<file path="config.mk">
export PLATFORM = sky130hd
export DESIGN_NAME = radix2_mul_flat
export DESIGN_NICKNAME = d
export VERILOG_FILES = /design/src/rtl/radix2_pkg.sv /design/src/rtl/radix2_mul_if.sv /design/src/rtl/radix2_abs.sv /design/src/rtl/radix2_mul.sv /design/src/flat_wrapper.sv
export SDC_FILE = /design/constraint.sdc
export NUM_CORES = 1
export LEC_CHECK = 0
export BUFFER_PORTS_ARGS = -buffer_cell sky130_fd_sc_hd__buf_2
export CAP_MARGIN = 20
export CORE_MARGIN = 1
export CORE_UTILIZATION = 52
export DETAILED_ROUTE_END_ITERATION = 10
export MAX_ROUTING_LAYER = met4
export PLACE_DENSITY = 0.83
export SETUP_SLACK_MARGIN = 0.4
export SLEW_MARGIN = 20
export SYNTH_ARGS = -nofsm -noshare
export SYNTH_HDL_FRONTEND = slang
export SYNTH_SLANG_ARGS = --single-unit
</file>
<file path="constraint.sdc">
create_clock -name clk -period 2.55 [get_ports clk]
set_clock_uncertainty 0.15 [all_clocks]
set_input_delay 0 -clock clk [delete_from_list [all_inputs] [get_ports clk]]
set_output_delay 0 -clock clk [all_outputs]
set_load 0.005 [all_outputs]
</file>
<file path="src/rtl/radix2_pkg.sv">
// Shared definitions for the radix-2 arithmetic unit (multiplier and divider).
// Holds the common FSM encoding, the default operand width and the magnitude helper.
package radix2_pkg;

    localparam int DEFAULT_WIDTH = 8;
    localparam int MAG_W         = 64;

    typedef enum logic [1:0] {
        IDLE = 2'd0,
        BUSY = 2'd1,
        DONE = 2'd2
    } state_t;

    // Callers zero-extend into MAG_W bits and truncate back to their own width.
    function automatic logic [MAG_W-1:0] abs_mag(input logic [MAG_W-1:0] v, input logic neg);
        return neg ? (~v + MAG_W'(1)) : v;
    endfunction

endpackage

</file>
<file path="src/rtl/radix2_mul_if.sv">
// Operand/result bundle for the radix-2 multiplier.
// Handshake: a transfer happens on a rising edge where valid and ready are both high; valid never waits on ready.
interface radix2_mul_if import radix2_pkg::*; #(
    parameter int WIDTH = DEFAULT_WIDTH
);

    logic                 sign;
    logic [WIDTH-1:0]     multiplicand;
    logic [WIDTH-1:0]     multiplier;
    logic                 opn_valid;
    logic                 opn_ready;
    logic                 res_valid;
    logic                 res_ready;
    logic [2*WIDTH-1:0]   result;

    modport master (
        output sign, multiplicand, multiplier, opn_valid, res_ready,
        input  opn_ready, res_valid, result
    );

    modport slave (
        input  sign, multiplicand, multiplier, opn_valid, res_ready,
        output opn_ready, res_valid, result
    );

endinterface

</file>
<file path="src/rtl/radix2_abs.sv">
// Unsigned magnitude and negative flag of a WIDTH-bit operand; the most-negative value
// maps to 2^(WIDTH-1), which still fits in WIDTH unsigned bits.
module radix2_abs import radix2_pkg::*; #(
    parameter int WIDTH = DEFAULT_WIDTH
) (
    input  logic [WIDTH-1:0] val,
    input  logic             sign,
    output logic [WIDTH-1:0] mag,
    output logic             neg
);

    assign neg = sign & val[WIDTH-1];
    assign mag = WIDTH'(abs_mag(MAG_W'(val), neg));

endmodule

</file>
<file path="src/rtl/radix2_mul.sv">
// Sequential radix-2 shift-add multiplier: WIDTH iterations on operand magnitudes,
// sign fixed up when the product is loaded into the result register.
module radix2_mul import radix2_pkg::*; #(
    parameter int WIDTH = DEFAULT_WIDTH
) (
    input  logic              clk,
    input  logic              rst,
    radix2_mul_if.slave       bus,
    output state_t            dbg_state
);

    localparam int CNT_W = $clog2(WIDTH + 1);

    state_t               state_q, state_d;
    logic [WIDTH-1:0]     mag_a, mplr, acc;
    logic [CNT_W-1:0]     cnt;
    logic                 neg;
    logic                 res_valid_q;
    logic [2*WIDTH-1:0]   result_q;

    logic [WIDTH-1:0]     abs_a, abs_b;
    logic                 neg_a, neg_b;
    logic [WIDTH:0]       sum;
    logic [WIDTH-1:0]     acc_next, mplr_next;
    logic [2*WIDTH-1:0]   prod;
    logic                 accept, last, release_res;

    radix2_abs #(.WIDTH(WIDTH)) u_abs_a (
        .val  (bus.multiplicand),
        .sign (bus.sign),
        .mag  (abs_a),
        .neg  (neg_a)
    );

    radix2_abs #(.WIDTH(WIDTH)) u_abs_b (
        .val  (bus.multiplier),
        .sign (bus.sign),
        .mag  (abs_b),
        .neg  (neg_b)
    );

    assign accept      = (state_q == IDLE) && bus.opn_valid;
    assign last        = (state_q == BUSY) && (cnt == CNT_W'(WIDTH - 1));
    assign release_res = (state_q == DONE) && bus.res_ready;

    // The multiplier register doubles as the low half of the product as bits shift in.
    assign sum       = {1'b0, acc} + (mplr[0] ? {1'b0, mag_a} : '0);
    assign acc_next  = sum[WIDTH:1];
    assign mplr_next = {sum[0], mplr[WIDTH-1:1]};
    assign prod      = {acc_next, mplr_next};

    always_ff @(posedge clk or posedge rst) begin
        if (rst) begin
            state_q <= IDLE;
        end else begin
            state_q <= state_d;
        end
    end

    always_comb begin
        state_d = state_q;
        case (state_q)
            IDLE:    if (bus.opn_valid) state_d = BUSY;
            BUSY:    if (last)          state_d = DONE;
            DONE:    if (bus.res_ready) state_d = IDLE;
            default: state_d = IDLE;
        endcase
    end

    always_ff @(posedge clk or posedge rst) begin
        if (rst) begin
            mag_a       <= '0;
            mplr        <= '0;
            acc         <= '0;
            cnt         <= '0;
            neg         <= 1'b0;
            res_valid_q <= 1'b0;
            result_q    <= '0;
        end else begin
            if (accept) begin
                mag_a <= abs_a;
                mplr  <= abs_b;
                neg   <= neg_a ^ neg_b;
                acc   <= '0;
                cnt   <= '0;
            end else if (state_q == BUSY) begin
                acc  <= acc_next;
                mplr <= mplr_next;
                cnt  <= cnt + CNT_W'(1);
            end
            if (last) begin
                result_q    <= neg ? -prod : prod;
                res_valid_q <= 1'b1;
            end else if (release_res) begin
                res_valid_q <= 1'b0;
            end
        end
    end

    assign bus.opn_ready = (state_q == IDLE);
    assign bus.res_valid = res_valid_q;
    assign bus.result    = result_q;
    assign dbg_state     = state_q;

endmodule
</file>
<file path="src/flat_wrapper.sv">
// flat-port wrapper written by rule: the top's interface ports become plain ports
module radix2_mul_flat import radix2_pkg::*;
#(
    parameter int WIDTH = DEFAULT_WIDTH
)
  (clk, rst, dbg_state, bus_sign, bus_multiplicand, bus_multiplier, bus_opn_valid, bus_res_ready, bus_opn_ready, bus_res_valid, bus_result);
  radix2_mul_if #(.WIDTH(WIDTH)) bus_i ();
  input  logic clk;
  input  logic rst;
  output state_t dbg_state;
  input wire logic [$bits(bus_i.sign)-1:0] bus_sign;
  input wire logic [$bits(bus_i.multiplicand)-1:0] bus_multiplicand;
  input wire logic [$bits(bus_i.multiplier)-1:0] bus_multiplier;
  input wire logic [$bits(bus_i.opn_valid)-1:0] bus_opn_valid;
  input wire logic [$bits(bus_i.res_ready)-1:0] bus_res_ready;
  output wire logic [$bits(bus_i.opn_ready)-1:0] bus_opn_ready;
  output wire logic [$bits(bus_i.res_valid)-1:0] bus_res_valid;
  output wire logic [$bits(bus_i.result)-1:0] bus_result;
  assign bus_i.sign = bus_sign;
  assign bus_i.multiplicand = bus_multiplicand;
  assign bus_i.multiplier = bus_multiplier;
  assign bus_i.opn_valid = bus_opn_valid;
  assign bus_i.res_ready = bus_res_ready;
  assign bus_opn_ready = bus_i.opn_ready;
  assign bus_res_valid = bus_i.res_valid;
  assign bus_result = bus_i.result;
  radix2_mul #(.WIDTH(WIDTH)) u_core (.clk(clk), .rst(rst), .bus(bus_i), .dbg_state(dbg_state));
endmodule
</file>
After elaboration in Yosys (flattened, before gate mapping)
Cells that the tools add are included.
Widths: inputs -> output; s select.
{ "totals": {"inputBits": 21, "word_cells": 47, "out_inout_bits": 20, "register_bits": 48} }
{ "classes": {"mux": 16, "n_bitwise": 5, "reduce_logical": 7, "addsub": 5, "eq_ne": 6} }
{ "ops": {"columns": ["cell", "n"], "rows": [
  ["$mux 8", 7],
  ["$add 8x1->8 const B", 2],
  ["$mux 16", 1],
  ["$neg 16->16", 1],
  ["$not 8->8", 2],
  ["$add 8x9->9", 1],
  ["$mux 4", 2],
  ["$mux 2", 3],
  ["$pmux 2 s3", 1],
  ["$add 4x1->4 const B", 1],
  ["$eq 4x3->1 const B", 1],
  ["$ne 2x2->1 const B", 2],
  ["$reduce_bool 2->1", 2],
  ["$logic_and 1x1->1", 3],
  ["$reduce_and 3->1", 1],
  ["$and 1x1->1", 2],
  ["$eq 2x1->1 const B", 1],
  ["$eq 2x2->1 const B", 1],
  ["$logic_not 2->1", 1],
  ["$mux 1", 2],
  ["$ne 2x1->1 const B", 1],
  ["$xor 1x1->1", 1]
]} }

Depth between registers and ports, before layout
Gate-level depths: netlist of the first run.
{ "logic_depth": {"ltp_word": 4, "ltp_mapped": 9, "depth_no_buf": 9} }

By module
From an unflattened synthesis of the first run, not the netlist that was laid out.
{ "hier_totals": {"cells_unflattened": 336, "hier_area_um2": 2892.8} }
{ "by_module_without_submodules": {"columns": ["module", "area_each_um2", "n_inst", "cells_each", "seq_area_each_um2"], "rows": [
  ["radix2_mul", 2580.0, 1, 286, 1201.2],
  ["radix2_abs", 156.4, 2, 25, 0.0]
]} }

Worst setup path before layout of the first run
OpenSTA, ideal clock, no wires.
{ "synth_timing": {"path_kind": "register to register", "start": "reg u_core.mplr[0]", "end": "reg u_core.result_q[14] (netlist: u_core.bus.result[14])", "slack_ns": -0.116, "path_stages_with_launch": 10, "setup_ns": 0.123, "t_required_ns": 2.277, "arrival_ns": 2.393, "path_cell_list": "dfrtp_1 and2_1 ha_1 fa_1 or3_1 nor4_4 o221ai_2 o31ai_4 xnor2_1 o21ai_2"} }
{ "synth_via": {"elab_chain_len": 4} }
{ "synth_rtl": {"columns": ["element", "line", "rtl"], "rows": [
  ["from (decl)", "radix2_mul.sv:15", "logic [WIDTH-1:0] mag_a, mplr, acc;"],
  ["from (signal assigned)", "radix2_mul.sv:82", "mplr <= abs_b;"],
  ["from (signal assigned)", "radix2_mul.sv:88", "mplr <= mplr_next;"],
  ["$mux 8 *", "radix2_mul.sv:47", "assign sum = {1'b0, acc} + (mplr[0] ? {1'b0, mag_a} : '0);"],
  ["$add 8x9->9 *", "radix2_mul.sv:47", null],
  ["$neg 16->16", "radix2_mul.sv:92", "result_q <= neg ? -prod : prod;"],
  ["$mux 16 *", "radix2_mul.sv:92", null],
  ["to (signal assigned)", "radix2_mul.sv:92", null],
  ["to (decl)", "radix2_mul.sv:19", "logic [2*WIDTH-1:0] result_q;"]
]} }
Every way passes the cells marked *; elsewhere a longest branch is shown, timed or not.
A chain may end at the register's enable or synchronous reset.

Worst setup path after layout of the first run
{ "layout_timing": {"start": "reg u_core.mplr[0]", "end": "reg u_core.result_q[15] (netlist: u_core.bus.result[15])"} }
Same word-level chain as after synthesis.

==> impl_results.md, run 1 <==
- Worst hold path class: primary input to asynchronous set/reset pin
- Pwr Total: around 5.2 mW
- Vias in the first global route: 2657
- FMAX: between 0.3 and 0.4 GHz
- CTS sink cnt: 48
- P_leak: 1.80 nW
- Fin worst setup slack: -0.202 ns
- Pin count of the biggest net entering global routing: 49
- Failing checks: negative setup slack
- Worst Hold Slack: between 0.04 and 0.05 ns
- Top cells by area, synth: dfrtp_1, nand2_1, ha_1
- Crit path kind: register to register
- Clock Tree Buf Depth: 2
- Post-route ant nets: 0
- Primary FF master, synth: dfrtp_1
- Share of layout cells above drive strength 1: 30.3%
- Final hold violations: 0
- Antenna violations before repair: 0
- Mapped Cells: 337
- Largest area contributor in the netlist: dfrtp_1
- Synthesis-to-finish area growth: 38.1%
- N_diodes: 0
- Syn_area_per_cell: 8.71 µm²
- Via-to-Cell Ratio: roughly 6.0
- H-tree levels: 2
- Post-placement cell count: 451
- Post-Syn Area: 2940 µm²
- Final cell count without fillers: 492
- DP HPWL: 4610 µm
- Synthesized flop and latch total: 48
- Most numerous cell in the Yosys netlist: nand2_1
- Root buffer cell: clkbuf_8
- Filler Cells Inserted: 347
- Post-synthesis sequential area ratio: 40.9%
- Worst-Margin Slew: 0.690 ns
- DR DRC count: 0
- Number of synthesized flops with an enable pin: 0
- Die height: 77.2 µm
- Peak VDD IR: about 0.51 mV
- Clk slew on worst S/H paths: 0.09 ns
- Synth unique cells: 49
- Width of the die: 77.2 µm
- Critical Path Sink Type: register
- Initial DRT Pass Iterations: 5
- Slew Viols, Final: 0
- Slew Limit Headroom: 54.0%
- Post-synth ARST share: 100%
- Status: finished with violations
- CP Data Arrival Time: 2.79 ns
- Worst slack at placement: -0.105 ns
- Drt total wl: 8980 µm
- Final layout net count: roughly 460
- Critical Path Start Type: register
- GRT Overall Usage: a little over a quarter
- Post-Syn Nets: 371
- Setup violations, final: 7
- Min Clock Period, post-route: ~2.8 ns
- Final Wtd Congestion: 0.902
- Grt ovf: 0
- First-pass GRT wire length: 12300 µm
- Final Core Density: 76.9%
- Period utilization: 108%
- CTS buffer count: 5
- Vias: 2940
- Core area: around 5300 µm²
- Critical Path Fanout Max: 3
- Die area: 5950 µm²
- Ports: approximately 40
- Yosys warning count: 0
- Starting Density: approximately 56%
- CTS tree: built
- Critical path required time: 2.59 ns
- Clk_lat worst skew: 0.31 ns
- Synth top area share: 40.9%
- Power per cell area: between 1000 and 1500 nW/µm²
- WL/cell: 18.2 µm
- Port bufs: 40
- Drt first-iter violations: 308
- Top post-synthesis cells by count: nand2_1, dfrtp_1, nor2_1
- Max-Cap Viols: 0
- RSZ-0062 raised after global routing: true
- Rows: 26
==> registers in the layout, summed over array words and instances, names as in the netlist <==
signal	count
u_core.bus.res_valid	1
u_core.acc	8
u_core.neg	1
u_core.bus.result	16
u_core.cnt	4
u_core.dbg_state	2
u_core.mag_a	8
u_core.mplr	8
==> worst max-delay path, stage by stage (launching register included) <==
cell and delay [ns]:
dfrtp_1 0.41, and2_4 0.17, ha_4 0.17, fa_2 0.41
a21o_4 0.26, a221oi_4 0.41, xnor2_2 0.18, nor4_4 0.27
nand2b_1 0.15, nand3_1 0.06
==> cell usage in the layout (no fill, tap or decap), types with 3 or more instances in the layout <==
master / synthesis / routed
a211oi_1: 6 / 3
a21oi_1: 12 / 10
a31oi_1: 6 / 6
and2_1: 9 / 6
and2_4: 0 / 3
buf_2: 0 / 40
buf_4: 0 / 20
buf_6: 0 / 7
clkbuf_8: 0 / 5
dfrtp_1: 48 / 48
dlygate4sd3_1: 0 / 21
ha_1: 12 / 5
ha_4: 0 / 5
inv_1: 7 / 6
nand2_1: 58 / 58
nand2b_1: 5 / 5
nand3_1: 15 / 15
nor2_1: 33 / 29
nor2_2: 0 / 3
o21ai_0: 24 / 19
o21ai_1: 10 / 8
o21ai_2: 1 / 6
o31ai_1: 6 / 4
or3_4: 1 / 4
xnor2_1: 12 / 11
xor2_1: 17 / 14
==> cells by family (layout without fill, tap and decap cells) <==
family,after synthesis,after routing,share of synthesized area (%)
compound gates,82,82,18.4
xor+xnor,29,29,8.65
mux,2,2,0.682
simple gates,144,144,23.1
buf+inv,19,104,2.43
fa+ha+maj,13,13,5.79
flops,48,48,40.9
==> report_power, final <==
part	total [mW]	internal [mW]	switching [mW]
logic	3.20	1.46	1.74
clock network	0.546	0.291	0.255
registers	1.46	1.11	0.351
==> layer usage <==
metal,up-vias,track usage (%),share of wire (%)
li1,1348,-,-
met5,-,-,0
met3,55,3.93,7.9
met4,0,9.81,4.9
met2,186,46.5,50
met1,1351,32.5,38
==> final cells by class <==
class                      instances  area (µm²)  area share (%)
sequential                        48        1200            29.6
multi-input combinational        270        1970            48.7
clock inverter                     2        35.0           0.864
timing repair buffer              89         659            16.3
inverter                           7        26.3           0.648
tap                               70        87.6            2.16
clock buffer                       6        72.6            1.79
==> worst paths after layout <==
| kind | start | end | slack (ns) | depth (start not counted) |
|---|---|---|---|---|
| setup / recovery | u_core.mplr[0] | u_core.bus.result[15] | -0.20 | 9 |
| hold / removal | rst | u_core.bus.res_valid | 0.04 | 3 |
| setup reg to reg | u_core.mplr[0] | u_core.bus.result[15] | -0.20 | 9 |
| hold reg to reg | u_core.mag_a[3] | u_core.mag_a[3] | 0.33 | 2 |
| max in group asynchronous | rst | u_core.acc[6] | 1.72 | 4 |
| min in group clk | bus_multiplicand[0] | u_core.mag_a[3] | 0.06 | 5 |
==> timing repair <==
action | 4_1_cts | 5_1_grt
hold buffers | 22 | 0
hold endpoints to repair | 68 | 0
pin swaps | 17 | 24
buffers inserted | 5 | 6
resized for setup | 25 | 36
endpoints found under the setup margin | 11 | 15
==> stage by stage <==
step           TNS, ns  area [µm²]
2_1_floorplan  -0.0436        2960
3_3_place_gp   -0.0258        3320
3_5_place_dp    -0.119        3320
4_1_cts        -0.0910        3810
5_1_grt          -1.19        4060
6_report        -0.618        4060
Power figures use the tool's default switching activity.
==> run 2: changes to the inputs <==
--- a/config.mk
+++ b/config.mk
@@ -11,7 +11,7 @@
 export CORE_UTILIZATION = 52
 export DETAILED_ROUTE_END_ITERATION = 10
 export MAX_ROUTING_LAYER = met4
-export PLACE_DENSITY = 0.83
+export PLACE_DENSITY_LB_ADDON = 0.15
 export SETUP_SLACK_MARGIN = 0.4
 export SLEW_MARGIN = 20
 export SYNTH_ARGS = -nofsm -noshare
==> run 2 against run 1 <==
Effect of this change:
- the flow still finishes with violations (negative setup slack)
- die area stayed put
- fmax is 4.5% higher
- critical path depth stayed put
- critical endpoint unchanged
==> impl_results.md, run 2 (synthesis gave the netlist of run 1 again) <==
- DR DRC count: 0 (unchanged)
- Min Clock Period, post-route: 2.63 ns (was 2.75 ns)
- H-tree levels: 2 (unchanged)
- Die height: 77.2 µm (unchanged)
- WHS Endpoint: u_core.mag_a[3]
- Drt first-iter violations: 159 (was 308)
- Antenna violations before repair: 0 (unchanged)
- Starting Density: 55.7% (unchanged)
- Root buffer cell: clkbuf_8 (unchanged)
- R2r startpoint: u_core.mplr[0] (unchanged)
- Status: finished with violations (unchanged)
- WL/cell: 15.1 µm (was 18.2 µm)
- Rows: 26 (unchanged)
- Width of the die: 77.2 µm (unchanged)
- Vias in the first global route: 2579 (was 2657)
- CTS sink cnt: 48 (unchanged)
- Critical Path Fanout Max: 8 (was 3)
- Initial DRT Pass Iterations: 4 (was 5)
- Drt total wl: 7350 µm (was 8980 µm)
- Worst reg2reg path depth: 9 (unchanged)
- Worst-Margin Slew: 0.707 ns (was 0.690 ns)
- CP Data Arrival Time: 2.66 ns (was 2.79 ns)
- P_leak: 1.77 nW (was 1.80 nW)
- Port bufs: 40 (unchanged)
- Critical path required time: 2.57 ns (was 2.59 ns)
- Failing checks: negative setup slack (unchanged)
- Most frequent cells in the layout: nand2_1, dfrtp_1, buf_2 (unchanged)
- Final layout net count: 452 (was 455)
- Peak VDD IR: 0.524 mV (was 0.512 mV)
- Setup violations, final: 3 (was 7)
- Fin worst setup slack: -0.0836 ns (was -0.202 ns)
- Vias: 2727 (was 2940)
- Synthesis-to-finish area growth: 33.7% (was 38.1%)
- Critical Path Sink Type: register (unchanged)
- Critical Path Start Type: register (unchanged)
- Power per cell area: 1220 nW/µm² (was 1280 nW/µm²)
- Die area: 5950 µm² (unchanged)
- CTS tree: built (unchanged)
- Cell count of the worst hold path: 5
- Final hold violations: 0 (unchanged)
- Slew Viols, Final: 0 (unchanged)
- Most common cell after layout, fill and taps aside: nand2_1 (unchanged)
- Clk_lat worst skew: 0.30 ns (was 0.31 ns)
- Grt ovf: 0 (unchanged)
- CTS buffer count: 5 (unchanged)
- Critical-path top delay cell: dfrtp_1 (unchanged)
- DP HPWL: 4810 µm (was 4610 µm)
- Worst hold path class: primary input to register (was primary input to asynchronous set/reset pin)
- Pin count of the biggest net entering global routing: 26 (was 49)
- FMAX: 0.380 GHz (was 0.363 GHz)
- First-pass GRT wire length: 12100 µm (was 12300 µm)
- Ports: 41 (unchanged)
- Via-to-Cell Ratio: 5.59 (was 5.98)
- Share of layout cells above drive strength 1: 27.0% (was 30.3%)
- Clk slew on worst S/H paths: 0.09 ns (about the same)
- GRT Overall Usage: 26.3% (was 27.2%)
- Period utilization: 103% (was 108%)
- Crit-path cells: buf_6, and2_4, fa_2, a21o_1, a221oi_4, xnor2_2, nor4_2, nand2b_1, nand3_1 (was and2_4, ha_4, fa_2, a21o_4, a221oi_4, xnor2_2, nor4_4, nand2b_1, nand3_1)
- Worst reg-to-reg setup slack: -0.08 ns (was -0.20 ns)
- Slew Limit Headroom: 52.9% (was 54.0%)
- Max-Cap Viols: 0 (unchanged)
- N_diodes: 0 (unchanged)
- Start point of the worst hold path: bus_multiplicand[0]
- Clock Tree Buf Depth: 2 (unchanged)
- RSZ-0062 raised after global routing: true (unchanged)
- Max reg flops: 16 (unchanged)
- Final Wtd Congestion: 0.853 (was 0.902)
- Largest stage delay on the critical path: 0.40 ns (was 0.41 ns)
- Post-route ant nets: 0 (unchanged)
- End of the worst register-to-register path: u_core.bus.result[15] (unchanged)
- Core area: 5270 µm² (unchanged)
- Worst Hold Slack: 0.0618 ns (was 0.0434 ns)
- Setup Total Neg Slack: -0.191 ns (was -0.618 ns)
- Crit path kind: register to register (unchanged)
[run 2: cell types whose count changed in the layout (fill, tap and decap cells not counted), sizes merged]
cell,change
buf,-3
bufinv,+1
clkbuf,-1
clkinv,-1
[run 2: repair_timing]
action	in CTS	in global routing
buffers inserted	3	6
gates resized for setup	13	24
endpoints found under the hold margin	43	0
pin swaps	6	11
setup endpoints to repair	11	13
hold buffers	22	0
[run 2: critical path: cells and delay by family, from the launching register on]
kind	cells	cell delay, ns
simple gates	4	0.73
fa+ha+maj	1	0.39
flops	1	0.40
xor+xnor	1	0.12
compound gates	2	0.58
buf+inv	1	0.14
[run 2: how the worst max path moves through the flow]
| stage | end | start |
|---|---|---|
| floorplan | u_core.bus.result[15] | u_core.mplr[0] |
| global placement | u_core.bus.result[15] | u_core.mplr[0] |
| detailed placement | u_core.bus.result[15] | u_core.mplr[0] |
| CTS | u_core.bus.result[14] | u_core.mplr[0] |
| global route | u_core.bus.result[15] | u_core.mplr[0] |
| finish | u_core.bus.result[15] | u_core.mplr[0] |
[run 2: power breakdown]
group	leakage [nW]	internal [mW]	switching (mW)	total, mW
clock	0.0642	0.386	0.245	0.631
sequential	0.597	1.11	0.333	1.44
combinational	1.11	1.30	1.42	2.71
[run 2: layout make-up]
class	count	area, µm²
Inverter	7	26.3
Sequential cell	48	1200
Clock inverter	2	60.1
Fill cell	377	1340
Timing Repair Buffer	86	606
Clock buffer	5	68.8
Tap cell	70	87.6
Multi-Input combinational cell	270	1880
[run 2: through the flow]
step,cell area (µm²),power [mW],setup slack [ns],cells,util (%)
floorplan,2960,2.92,-0.0346,337,-
global placement,3320,3.54,-0.0304,451,63.0
detailed placement,3320,3.61,-0.121,451,63.0
CTS,3770,4.46,-0.0224,483,71.6
global route,3930,5.15,-0.164,488,74.5
finish,3930,4.78,-0.0836,488,74.5
[run 2: layer usage]
metal,GRT usage [%],vias to the layer above,routed length (µm)
li1,-,1337,-
met1,34.6,1284,3290
met2,42.1,94,3550
met3,3.93,12,339
met4,7.36,0,165
met5,-,-,0
